File: src/rtl/wb_cmd_master_if.sv
// Command/response stream plus Wishbone classic bus signals for wb_cmd_master.
// The master modport is the initiator's view; the slave modport is the surrounding environment.
interface wb_cmd_master_if;
    logic        cmd_valid;
    logic        cmd_ready;
    logic        cmd_we;
    logic [31:0] cmd_addr;
    logic [31:0] cmd_data;
    logic [3:0]  cmd_sel;

    logic        rsp_valid;
    logic        rsp_ready;
    logic [31:0] rsp_data;
    logic        rsp_err;
    logic        busy;

    logic        o_wb_cyc;
    logic        o_wb_stb;
    logic        o_wb_we;
    logic [31:0] o_wb_addr;
    logic [31:0] o_wb_data;
    logic [3:0]  o_wb_sel;
    logic        i_wb_ack;
    logic [31:0] i_wb_data;

    modport master (
        input  cmd_valid, cmd_we, cmd_addr, cmd_data, cmd_sel,
        input  rsp_ready, i_wb_ack, i_wb_data,
        output cmd_ready, rsp_valid, rsp_data, rsp_err, busy,
        output o_wb_cyc, o_wb_stb, o_wb_we, o_wb_addr, o_wb_data, o_wb_sel
    );

    modport slave (
        output cmd_valid, cmd_we, cmd_addr, cmd_data, cmd_sel,
        output rsp_ready, i_wb_ack, i_wb_data,
        input  cmd_ready, rsp_valid, rsp_data, rsp_err, busy,
        input  o_wb_cyc, o_wb_stb, o_wb_we, o_wb_addr, o_wb_data, o_wb_sel
    );
endinterface

File: src/rtl/wb_cmd_master.sv
// Wishbone classic initiator: one command becomes one single read/write cycle and one response.
// A cycle that sees no ack within TIMEOUT strobe cycles is aborted and reported with rsp_err.
module wb_cmd_master #(
    parameter int TIMEOUT = 255,
    parameter int TO_W    = 16
) (
    input  logic             clk,
    input  logic             reset,
    wb_cmd_master_if.master  bus
);

    typedef enum logic [1:0] {
        IDLE = 2'd0,
        BUS  = 2'd1,
        RESP = 2'd2
    } state_t;

    state_t         state_q;
    logic [TO_W-1:0] cnt_q;
    logic           cyc_q;
    logic           we_q;
    logic [31:0]    addr_q;
    logic [31:0]    wdata_q;
    logic [3:0]     sel_q;
    logic           rsp_valid_q;
    logic [31:0]    rsp_data_q;
    logic           rsp_err_q;

    // cnt_q counts strobe cycles already spent without ack; ack has priority over the abort.
    always_ff @(posedge clk or posedge reset) begin
        if (reset) begin
            state_q     <= IDLE;
            cnt_q       <= '0;
            cyc_q       <= 1'b0;
            we_q        <= 1'b0;
            addr_q      <= '0;
            wdata_q     <= '0;
            sel_q       <= '0;
            rsp_valid_q <= 1'b0;
            rsp_data_q  <= '0;
            rsp_err_q   <= 1'b0;
        end else begin
            case (state_q)
                IDLE: begin
                    if (bus.cmd_valid) begin
                        we_q    <= bus.cmd_we;
                        addr_q  <= bus.cmd_addr;
                        wdata_q <= bus.cmd_we ? bus.cmd_data : 32'h0;
                        sel_q   <= bus.cmd_sel;
                        cyc_q   <= 1'b1;
                        cnt_q   <= '0;
                        state_q <= BUS;
                    end
                end
                BUS: begin
                    if (bus.i_wb_ack) begin
                        cyc_q       <= 1'b0;
                        rsp_data_q  <= we_q ? 32'h0 : bus.i_wb_data;
                        rsp_err_q   <= 1'b0;
                        rsp_valid_q <= 1'b1;
                        state_q     <= RESP;
                    end else if (cnt_q == TO_W'(TIMEOUT - 1)) begin
                        cyc_q       <= 1'b0;
                        rsp_data_q  <= 32'h0;
                        rsp_err_q   <= 1'b1;
                        rsp_valid_q <= 1'b1;
                        state_q     <= RESP;
                    end else begin
                        cnt_q <= cnt_q + TO_W'(1);
                    end
                end
                RESP: begin
                    if (bus.rsp_ready) begin
                        rsp_valid_q <= 1'b0;
                        state_q     <= IDLE;
                    end
                end
                default: state_q <= IDLE;
            endcase
        end
    end

    assign bus.cmd_ready = (state_q == IDLE) & ~reset;
    assign bus.busy      = (state_q != IDLE);
    assign bus.rsp_valid = rsp_valid_q;
    assign bus.rsp_data  = rsp_data_q;
    assign bus.rsp_err   = rsp_err_q;
    assign bus.o_wb_cyc  = cyc_q;
    assign bus.o_wb_stb  = cyc_q;
    assign bus.o_wb_we   = we_q;
    assign bus.o_wb_addr = addr_q;
    assign bus.o_wb_data = wdata_q;
    assign bus.o_wb_sel  = sel_q;

endmodule

File: src/flat_wrapper.sv
// flat-port wrapper written by rule: the top's interface ports become plain ports
module wb_cmd_master_flat 
#(
    parameter int TIMEOUT = 255,
    parameter int TO_W    = 16
)
  (clk, reset, bus_cmd_valid, bus_cmd_we, bus_cmd_addr, bus_cmd_data, bus_cmd_sel, bus_rsp_ready, bus_i_wb_ack, bus_i_wb_data, bus_cmd_ready, bus_rsp_valid, bus_rsp_data, bus_rsp_err, bus_busy, bus_o_wb_cyc, bus_o_wb_stb, bus_o_wb_we, bus_o_wb_addr, bus_o_wb_data, bus_o_wb_sel);
  wb_cmd_master_if bus_i ();
  input  logic clk;
  input  logic reset;
  input wire logic [$bits(bus_i.cmd_valid)-1:0] bus_cmd_valid;
  input wire logic [$bits(bus_i.cmd_we)-1:0] bus_cmd_we;
  input wire logic [$bits(bus_i.cmd_addr)-1:0] bus_cmd_addr;
  input wire logic [$bits(bus_i.cmd_data)-1:0] bus_cmd_data;
  input wire logic [$bits(bus_i.cmd_sel)-1:0] bus_cmd_sel;
  input wire logic [$bits(bus_i.rsp_ready)-1:0] bus_rsp_ready;
  input wire logic [$bits(bus_i.i_wb_ack)-1:0] bus_i_wb_ack;
  input wire logic [$bits(bus_i.i_wb_data)-1:0] bus_i_wb_data;
  output wire logic [$bits(bus_i.cmd_ready)-1:0] bus_cmd_ready;
  output wire logic [$bits(bus_i.rsp_valid)-1:0] bus_rsp_valid;
  output wire logic [$bits(bus_i.rsp_data)-1:0] bus_rsp_data;
  output wire logic [$bits(bus_i.rsp_err)-1:0] bus_rsp_err;
  output wire logic [$bits(bus_i.busy)-1:0] bus_busy;
  output wire logic [$bits(bus_i.o_wb_cyc)-1:0] bus_o_wb_cyc;
  output wire logic [$bits(bus_i.o_wb_stb)-1:0] bus_o_wb_stb;
  output wire logic [$bits(bus_i.o_wb_we)-1:0] bus_o_wb_we;
  output wire logic [$bits(bus_i.o_wb_addr)-1:0] bus_o_wb_addr;
  output wire logic [$bits(bus_i.o_wb_data)-1:0] bus_o_wb_data;
  output wire logic [$bits(bus_i.o_wb_sel)-1:0] bus_o_wb_sel;
  assign bus_i.cmd_valid = bus_cmd_valid;
  assign bus_i.cmd_we = bus_cmd_we;
  assign bus_i.cmd_addr = bus_cmd_addr;
  assign bus_i.cmd_data = bus_cmd_data;
  assign bus_i.cmd_sel = bus_cmd_sel;
  assign bus_i.rsp_ready = bus_rsp_ready;
  assign bus_i.i_wb_ack = bus_i_wb_ack;
  assign bus_i.i_wb_data = bus_i_wb_data;
  assign bus_cmd_ready = bus_i.cmd_ready;
  assign bus_rsp_valid = bus_i.rsp_valid;
  assign bus_rsp_data = bus_i.rsp_data;
  assign bus_rsp_err = bus_i.rsp_err;
  assign bus_busy = bus_i.busy;
  assign bus_o_wb_cyc = bus_i.o_wb_cyc;
  assign bus_o_wb_stb = bus_i.o_wb_stb;
  assign bus_o_wb_we = bus_i.o_wb_we;
  assign bus_o_wb_addr = bus_i.o_wb_addr;
  assign bus_o_wb_data = bus_i.o_wb_data;
  assign bus_o_wb_sel = bus_i.o_wb_sel;
  wb_cmd_master #(.TIMEOUT(TIMEOUT), .TO_W(TO_W)) u_core (.clk(clk), .reset(reset), .bus(bus_i));
endmodule
File: config.mk
export PLATFORM = sky130hd
export DESIGN_NAME = wb_cmd_master_flat
export DESIGN_NICKNAME = d
export VERILOG_FILES = /design/src/rtl/wb_cmd_master_if.sv /design/src/rtl/wb_cmd_master.sv /design/src/flat_wrapper.sv
export SDC_FILE = /design/constraint.sdc
export NUM_CORES = 1
export LEC_CHECK = 0
export ABC_AREA = 1
export CAP_MARGIN = 25
export CORE_ASPECT_RATIO = 1.25
export CORE_MARGIN = 4
export CORE_UTILIZATION = 39
export CTS_BUF_LIST = sky130_fd_sc_hd__clkbuf_16
export DETAILED_ROUTE_END_ITERATION = 10
export GPL_TIMING_DRIVEN = 0
export PLACE_DENSITY_LB_ADDON = 0.25
export SYNTH_ARGS = -nofsm -noshare
export SYNTH_HDL_FRONTEND = slang
export SYNTH_SLANG_ARGS = --single-unit
File: constraint.sdc
create_clock -name clk -period 3.6 [get_ports clk]
set_input_delay 0.54 -clock clk [delete_from_list [all_inputs] [get_ports clk]]
set_output_delay 0.54 -clock clk [all_outputs]
set_load 0.1 [all_outputs]
# After elaboration in Yosys (flattened, before gate mapping)
# Index checks and enable logic that the tools add are counted.
[classes]
n_bitwise = 2
addsub = 1
n_mux = 22
eq_ne = 8
reduce_logical = 11
[ops]
columns = ["op", "count"]
rows = [
  ["two-way mux 32 bit", 4],
  ["two-way mux 16 bit", 3],
  ["case mux 16 bit (2 select lines)", 1],
  ["adder 16 x 1 -> 16 bit (second input constant)", 1],
  ["== test 16 x 8 -> 1 bit (second input constant)", 1],
  ["AND reduction 3 bit", 3],
  ["two-way mux 2 bit", 4],
  ["inequality test 2 bit (second input constant)", 4],
  ["nonzero test 2 bit", 4],
  ["two-way mux 1 bit", 7],
  ["case mux 2 bit (3 select lines)", 1],
  ["case mux 1 bit (2 select lines)", 2],
  ["AND reduction 2 bit", 2],
  ["AND reduction 4 bit", 1],
  ["inequality test 3 x 2 -> 1 bit (second input constant)", 1],
  ["== test 2 x 1 -> 1 bit (second input constant)", 1],
  ["== test 2 bit (second input constant)", 1],
  ["logical NOT 2 bit", 1],
  ["bitwise AND 1 bit", 1],
  ["inverter 1 bit", 1],
]
[totals]
input_bits = 106
output_inout_bits = 107
ff_bits = 122
word_cells = 54

# Longest topological paths before layout
# Gate-level depths: netlist of run 1.
[depth]
ltp_word = 4
mapped_depth = 10
ltp_nobuf = 9

# Worst setup path after synthesis of run 1
# No wires, ideal clock.
[synth_timing]
kind = "register to output"
startpoint = "register u_core.state_q[1]"
endpoint = "output port bus_cmd_ready"
n_path_buf = 0
arrival_time_ns = 2.339
slack_ns = 0.721
path_stages_with_launch = 4
t_required_ns = 3.060
path_cell_list = "dfrtp_1 nor2_1 inv_1 nor2_1"
[synth_between]
elab_chain_cells = 2
[synth_lines]
columns = ["element", "line_no", "source"]
rows = [
  ["start, declared", "wb_cmd_master.sv:18", "state_t state_q;"],
  ["start signal, assigned", "wb_cmd_master.sv:32", "state_q <= IDLE;"],
  ["start signal, assigned", "wb_cmd_master.sv:52", "state_q <= BUS;"],
  ["start signal, assigned", "wb_cmd_master.sv:61", "state_q <= RESP;"],
  ["logical NOT 2 bit", "wb_cmd_master.sv:83", "assign bus.cmd_ready = (state_q == IDLE) & ~reset;"],
  ["bitwise AND 1 bit", "wb_cmd_master.sv:83", ""],
  ["end, declared", "flat_wrapper.sv:19", "output wire logic [$bits(bus_i.cmd_ready)-1:0] bus_cmd_ready;"],
]
# No other way between the ends.

# Worst setup path after layout of run 1
# Same ends and word-level chain as after synthesis.

==> results.md, run 1 <==
- CP startpoint kind: flip-flop
- Seq/Total Area, Yosys: 0.579
- Most common cell on crit path: nor2_1
- Setup CP Type: flip-flop to output pin
- Post-CTS Setup Bufs: 0
- Final Slew Violations: 0
- Slew headroom: 0.313
- WP buf/inv: 2
- Vias/cell: 4.78
- Ys Warns: 0
- CP endpoint kind: output pin
- Unrepaired setup endpoints after global routing: no
- Die footprint: 15500 um2
- Syn Nets: 715
- RD Place Congestion: 0.868
- Min Tclk post-route: 2800 ps
- # nets final: 948
- Fin Setup TNS: 0 ps
- DRT antenna net count: 0
- Final wirelength: 15.5 mm
- Filler Cell Count: 1119
- Max cap viols: 0
- Synth Cell Area: 5280 um2
- CP max-delay cell: clkdlybuf4s50_1
- Clock slew at reported path FFs: 60 ps
- Aggregate global-route resource usage: 0.203
- Die Wd: 112 um
- DR vias: 4897
- TritonCTS Buffers: 17
- Crit path from: u_core.state_q[1]
- P&R area growth vs syn: 56.5%
- Clk_skew: 7.11 ps
- Final hold violation count: 0
- Core ar.: 13200 um2
- Crit path DAT: 2260 ps
- Port buffer count: 211
- Hold Crit Class: primary input to flip-flop
- Synth unique cells: 25
- Largest net degree at the start of global routing: 37
- Clk buf depth: 2
- CTS tree: yes
- Hold Buf Count CTS: 0
- Max incr delay on CP: 1140 ps
- Crit-path max FO: 4
- Clock Latency Late Sink: 420 ps
- Critical Path RT: 3060 ps
- Grt ovf: 0
- HPWL Detailed: 11.6 mm
- Post-CTS sizing: 0
- Gate Count Post-Synth: 607
- Actual slew at the worst max-slew pin: 1030 ps
- First-pass GRT wire length: 25.3 mm
- Final setup viols: 0
- Initial DRC count: 216
- Root Driver: clkbuf_16
- Syn Area/Cell: 8.69 um2
- Max frequency: 0.357 GHz
- Crit-path cells: nor2_1 > inv_1 > nor2_1 > clkdlybuf4s50_1
- CTS sink count: 122
- Rows: 47
- Wire per inst: 15.2 um
- Period utilization: 0.779
- Io pins: 213
- Kind of cell adding the most delay to the critical path: buffers and inverters
- Inserted Diodes: 0
- Die height: 138 um
- Status: complete, no violations
- Initial antenna violation count: 0
- Number of global-route vias before repair: 5041
- Starting Density: 0.399
- Worst reg2reg path startpoint: u_core.cnt_q[0]
- DRC viols: 0
- Min-delay src: bus_cmd_we
- H-Tree Depth: 4
- Share of cells above drive strength 1: 0.101
- Synthesized flop and latch total: 122
- Pre-antenna DRT Iters: 4
==> synthesized netlist by cell type, drive strengths merged <==
master  instances  area [um2]
o21ai          39         195
nor2           33         185
dfrtp         122        3050
a21oi           6        30.0
ha              2        25.0
nand2         285        1090
buf            24         170
o211ai          1        7.51
nand3          57         315
inv            20        77.6
o22ai           3        37.5
clkbuf          7        26.3
xor2            5        43.8
nand4           3        18.8
==> stage by stage <==
stage / util / instance area [um2] / worst slack, ps / hold WS, ps / std cells
2_1_floorplan: - / 5280 / 721 / 519 / 607
3_5_place_dp: 0.579 / 7660 / 799 / 465 / 992
4_1_cts: 0.624 / 8260 / 774 / 463 / 1024
6_report: 0.624 / 8260 / 797 / 467 / 1024
3_3_place_gp: 0.575 / 7600 / 412 / 462 / 989
5_1_grt: 0.624 / 8260 / 680 / 481 / 1024
==> cells in the final DEF (no fill, tap or decap), types with 3 or more instances in the layout <==
cell / count
nor2_4: 5
o21ai_0: 39
buf_12: 3
nand3_2: 6
nand4_1: 3
buf_4: 6
buf_6: 4
clkdlybuf4s50_1: 211
a21oi_1: 6
clkbuf_16: 17
inv_2: 4
inv_1: 15
xor2_1: 5
dfrtp_1: 122
inv_6: 4
nor2_1: 24
clkinv_4: 3
nand2_1: 281
nor2_2: 3
clkbuf_1: 7
clkinvlp_4: 5
nand3_1: 51
buf_2: 13
o22ai_2: 3
==> state kept, by name, indices dropped and copies added, names as in the netlist <==
signal,flops
u_core.bus.o_wb_cyc,1
u_core.bus.o_wb_data,32
u_core.bus.rsp_data,32
u_core.bus.o_wb_addr,32
u_core.bus.o_wb_we,1
u_core.bus.rsp_valid,1
u_core.bus.rsp_err,1
u_core.cnt_q,16
u_core.state_q,2
u_core.bus.o_wb_sel,4
==> metal layers <==
layer	global-route usage	vias to the layer above	share of wire
met4	0.0759	0	0.023
met2	0.366	173	0.54
li1	-	2378	-
met3	0.0752	25	0.076
met5	0	-	0
met1	0.216	2321	0.36
==> final timing paths <==
kind                                            end  slack (ps)  cells past startpoint
max                                   bus_cmd_ready         800                      4
min                        u_core.bus.o_wb_data[12]         470                      3
max reg2reg                        u_core.cnt_q[13]        1950                     10
min reg2reg                u_core.bus.o_wb_addr[23]         480                      2
max in group asynchronous  u_core.bus.o_wb_data[21]        2250                      4
min in group asynchronous    u_core.bus.rsp_data[3]         570                      2
==> cells by family (layout without fill, tap and decap cells) <==
logic type,count (synthesis),in the layout,share of synthesized area
fa+ha+maj,2,2,0.00474
flops,122,122,0.579
xor+xnor,5,5,0.00830
simple gates,378,378,0.305
buf+inv,51,297,0.0519
compound gates,49,49,0.0512
==> cell type report <==
type | count | area [um2] | area share
Clock inverter | 15 | 166 | 0.0202
Inverter | 20 | 81.3 | 0.00985
Clock buffer | 17 | 425 | 0.0515
Buffer | 31 | 196 | 0.0238
Multi-Input combinational cell | 434 | 1950 | 0.236
Timing Repair Buffer | 214 | 2170 | 0.263
Tap cell | 171 | 214 | 0.0259
Sequential cell | 122 | 3050 | 0.370
==> tightest hold or removal path, delay by kind of cell <==
family | cells | cell delay [ps]
simple gates | 1 | 80
compound gates | 1 | 70
buf+inv | 1 | 150
Power of run 1 is left out: the tool's default activity adds up to more than one toggle a clock period on the data nets, which glitch-free logic cannot reach.
==> run 2: changes to the inputs <==
==> constraint.sdc (replaced) <==
create_clock -name clk -period 2.5 [get_ports clk]
set_input_delay 0.375 -clock clk [delete_from_list [all_inputs] [get_ports clk]]
set_output_delay 0.375 -clock clk [all_outputs]
set_load 0.1 [all_outputs]
==> run 2 against run 1 <==
Worst setup slack lost 700 ps; final cell count is essentially flat; sequential cell count is the same; die area is the same; core utilization shrank 0.37 points; via count grew 0.45%; non-clock buffer count is the same; clock skew grew 2.2 ps; clock-buffer cell count is the same; worst hold slack lost 120 ps; critical path type unchanged; largest cell class unchanged.
==> results.md, run 2 (synthesis results as in run 1) <==
- Filler Cell Count: 1091 (was 1119)
- TritonCTS Buffers: 17 (unchanged)
- GRT busiest layer: met2 (unchanged)
- Clock Latency Late Sink: 410 ps (was 420 ps)
- Period utilization: 0.963
- P&R area growth vs syn: 55.6% (was 56.5%)
- Hold Crit Class: primary input to flip-flop (unchanged)
- Grt met1 use: 0.211 (was 0.216)
- # nets final: 948 (unchanged)
- Max cap viols: 0 (unchanged)
- CTS tree: yes (unchanged)
- First-pass GRT wire length: 25.3 mm (about the same)
- Final wirelength: 15.4 mm (was 15.5 mm)
- Worst reg2reg path startpoint: u_core.cnt_q[0] (unchanged)
- Commonest non-fill, non-tap cell in the layout: nand2_1 (unchanged)
- Final Slew Violations: 0 (unchanged)
- Grt ovf: 0 (unchanged)
- Worst R2R End: u_core.bus.rsp_data[4] (was u_core.cnt_q[13])
- Hold EP: u_core.bus.o_wb_data[12] (unchanged)
- DRT antenna net count: 0 (unchanged)
- Core ar.: 13200 um2 (unchanged)
- DR vias: 4919 (was 4897)
- Core Util, Final: 0.620 (was 0.624)
- CP startpoint kind: flip-flop (unchanged)
- Register Area: 3050 um2 (unchanged)
- Setup CP Type: flip-flop to output pin (unchanged)
- Number of global-route vias before repair: 5133 (was 5041)
- Unrepaired setup endpoints after global routing: no (unchanged)
- Root Driver: clkbuf_16 (unchanged)
- Starting Density: 0.399 (unchanged)
- Die footprint: 15500 um2 (unchanged)
- Port buffer count: 211 (unchanged)
- Actual slew at the worst max-slew pin: 1040 ps (was 1030 ps)
- Met3 usage: 0.0712 (was 0.0752)
- H-Tree Depth: 4 (unchanged)
- Critical Path RT: 2120 ps (was 3060 ps)
- Pre-antenna DRT Iters: 4 (unchanged)
- Slew headroom: 0.304 (was 0.313)
- Share of cells above drive strength 1: 0.0951 (was 0.101)
- Initial antenna violation count: 0 (unchanged)
- Inserted Diodes: 0 (unchanged)
- Status: complete, no violations (unchanged)
- Vias/cell: 4.81 (was 4.78)
- Die Wd: 112 um (unchanged)
- Largest net degree at the start of global routing: 37 (unchanged)
- Clk_skew: 9.30 ps (was 7.11 ps)
- Min Tclk post-route: 2410 ps
- Wire per inst: 15.1 um (was 15.2 um)
- Area of the multi-input gates: 1950 um2 (about the same)
- RD Place Congestion: 0.846 (was 0.868)
- DRC viols: 0 (unchanged)
- CTS sink count: 122 (unchanged)
- Crit path DAT: 2030 ps (was 2260 ps)
- Clock slew at reported path FFs: 50 ps (was 60 ps)
- Worst hold stages: 3 (unchanged)
- Max frequency: 0.415 GHz
- Io pins: 213 (unchanged)
- Final setup viols: 0 (unchanged)
- Min-delay src: bus_cmd_we (unchanged)
- Crit-path max FO: 3 (was 4)
- Die height: 138 um (unchanged)
- Final hold violation count: 0 (unchanged)
- HPWL Detailed: 11.6 mm (about the same)
- GRT met2 Usage: 0.368 (was 0.366)
- Initial DRC count: 207 (was 216)
- Aggregate global-route resource usage: 0.203 (about the same)
- Post-CTS Setup Bufs: 0 (unchanged)
- Worst r2r path cells: 8 (was 10)
- Clk buf depth: 2 (unchanged)
- Commonest non-fill, non-tap cells in the layout: nand2_1 (281), clkdlybuf4s50_1 (208), dfrtp_1 (122) (was nand2_1 (281), clkdlybuf4s50_1 (211), dfrtp_1 (122))
- CP endpoint kind: output pin (unchanged)
- Rows: 47 (unchanged)
- Setup slack, reg-to-reg: 850 ps (was 1950 ps)
## run 2: final cells by class
cell class	count	share of cell area
clock inverter	14	0.0145
inverter	20	0.00991
buffer	31	0.0239
sequential	122	0.372
timing repair buffer	214	0.264
tap	171	0.0261
clock buffer	17	0.0518
multi-input combinational	434	0.238
## run 2: per-layer routing
| metal | vias up | wire length (um) |
|---|---|---|
| met1 | 2329 | 5670 |
| li1 | 2386 | - |
| met2 | 171 | 8140 |
| met3 | 33 | 1170 |
| met5 | - | 0 |
| met4 | 0 | 439 |
## run 2: worst max-delay path by stage
| stage | start | end | slack (ps) | cells past startpoint |
|---|---|---|---|---|
| floorplan | u_core.state_q[1] | bus_cmd_ready | 250 | 3 |
| global placement | reset | u_core.bus.o_wb_addr[0] | -540 | 2 |
| detailed placement | reset | bus_cmd_ready | 10 | 3 |
| CTS | u_core.bus.o_wb_cyc | bus_o_wb_stb | 60 | 2 |
| global route | u_core.state_q[1] | bus_cmd_ready | 5 | 4 |
| finish | u_core.bus.o_wb_cyc | bus_o_wb_stb | 90 | 2 |
## run 2: worst max-delay path, stage by stage (launching register included)
cell             delay [ps]
dfrtp_1                 380
buf_4                   120
clkdlybuf4s50_1        1120
## run 2: timing repair
action	CTS	global route
endpoints found under the hold margin	0	0
endpoints found under the setup margin	3	0
resized for setup	3	0
hold buffers	0	0
## run 2: stage by stage
stage          area, um2  setup WS, ps  std cells  hold WS [ps]  TNS [ps]
2_1_floorplan       5280           248        607           485         0
3_3_place_gp        7610          -541        989           461    -65320
3_5_place_dp        7670          12.5        992           464         0
4_1_cts             8210          58.5       1023           328         0
5_1_grt             8210          4.89       1023           368         0
6_report            8210          91.8       1023           345         0
Power of run 2 is left out for the same reason.
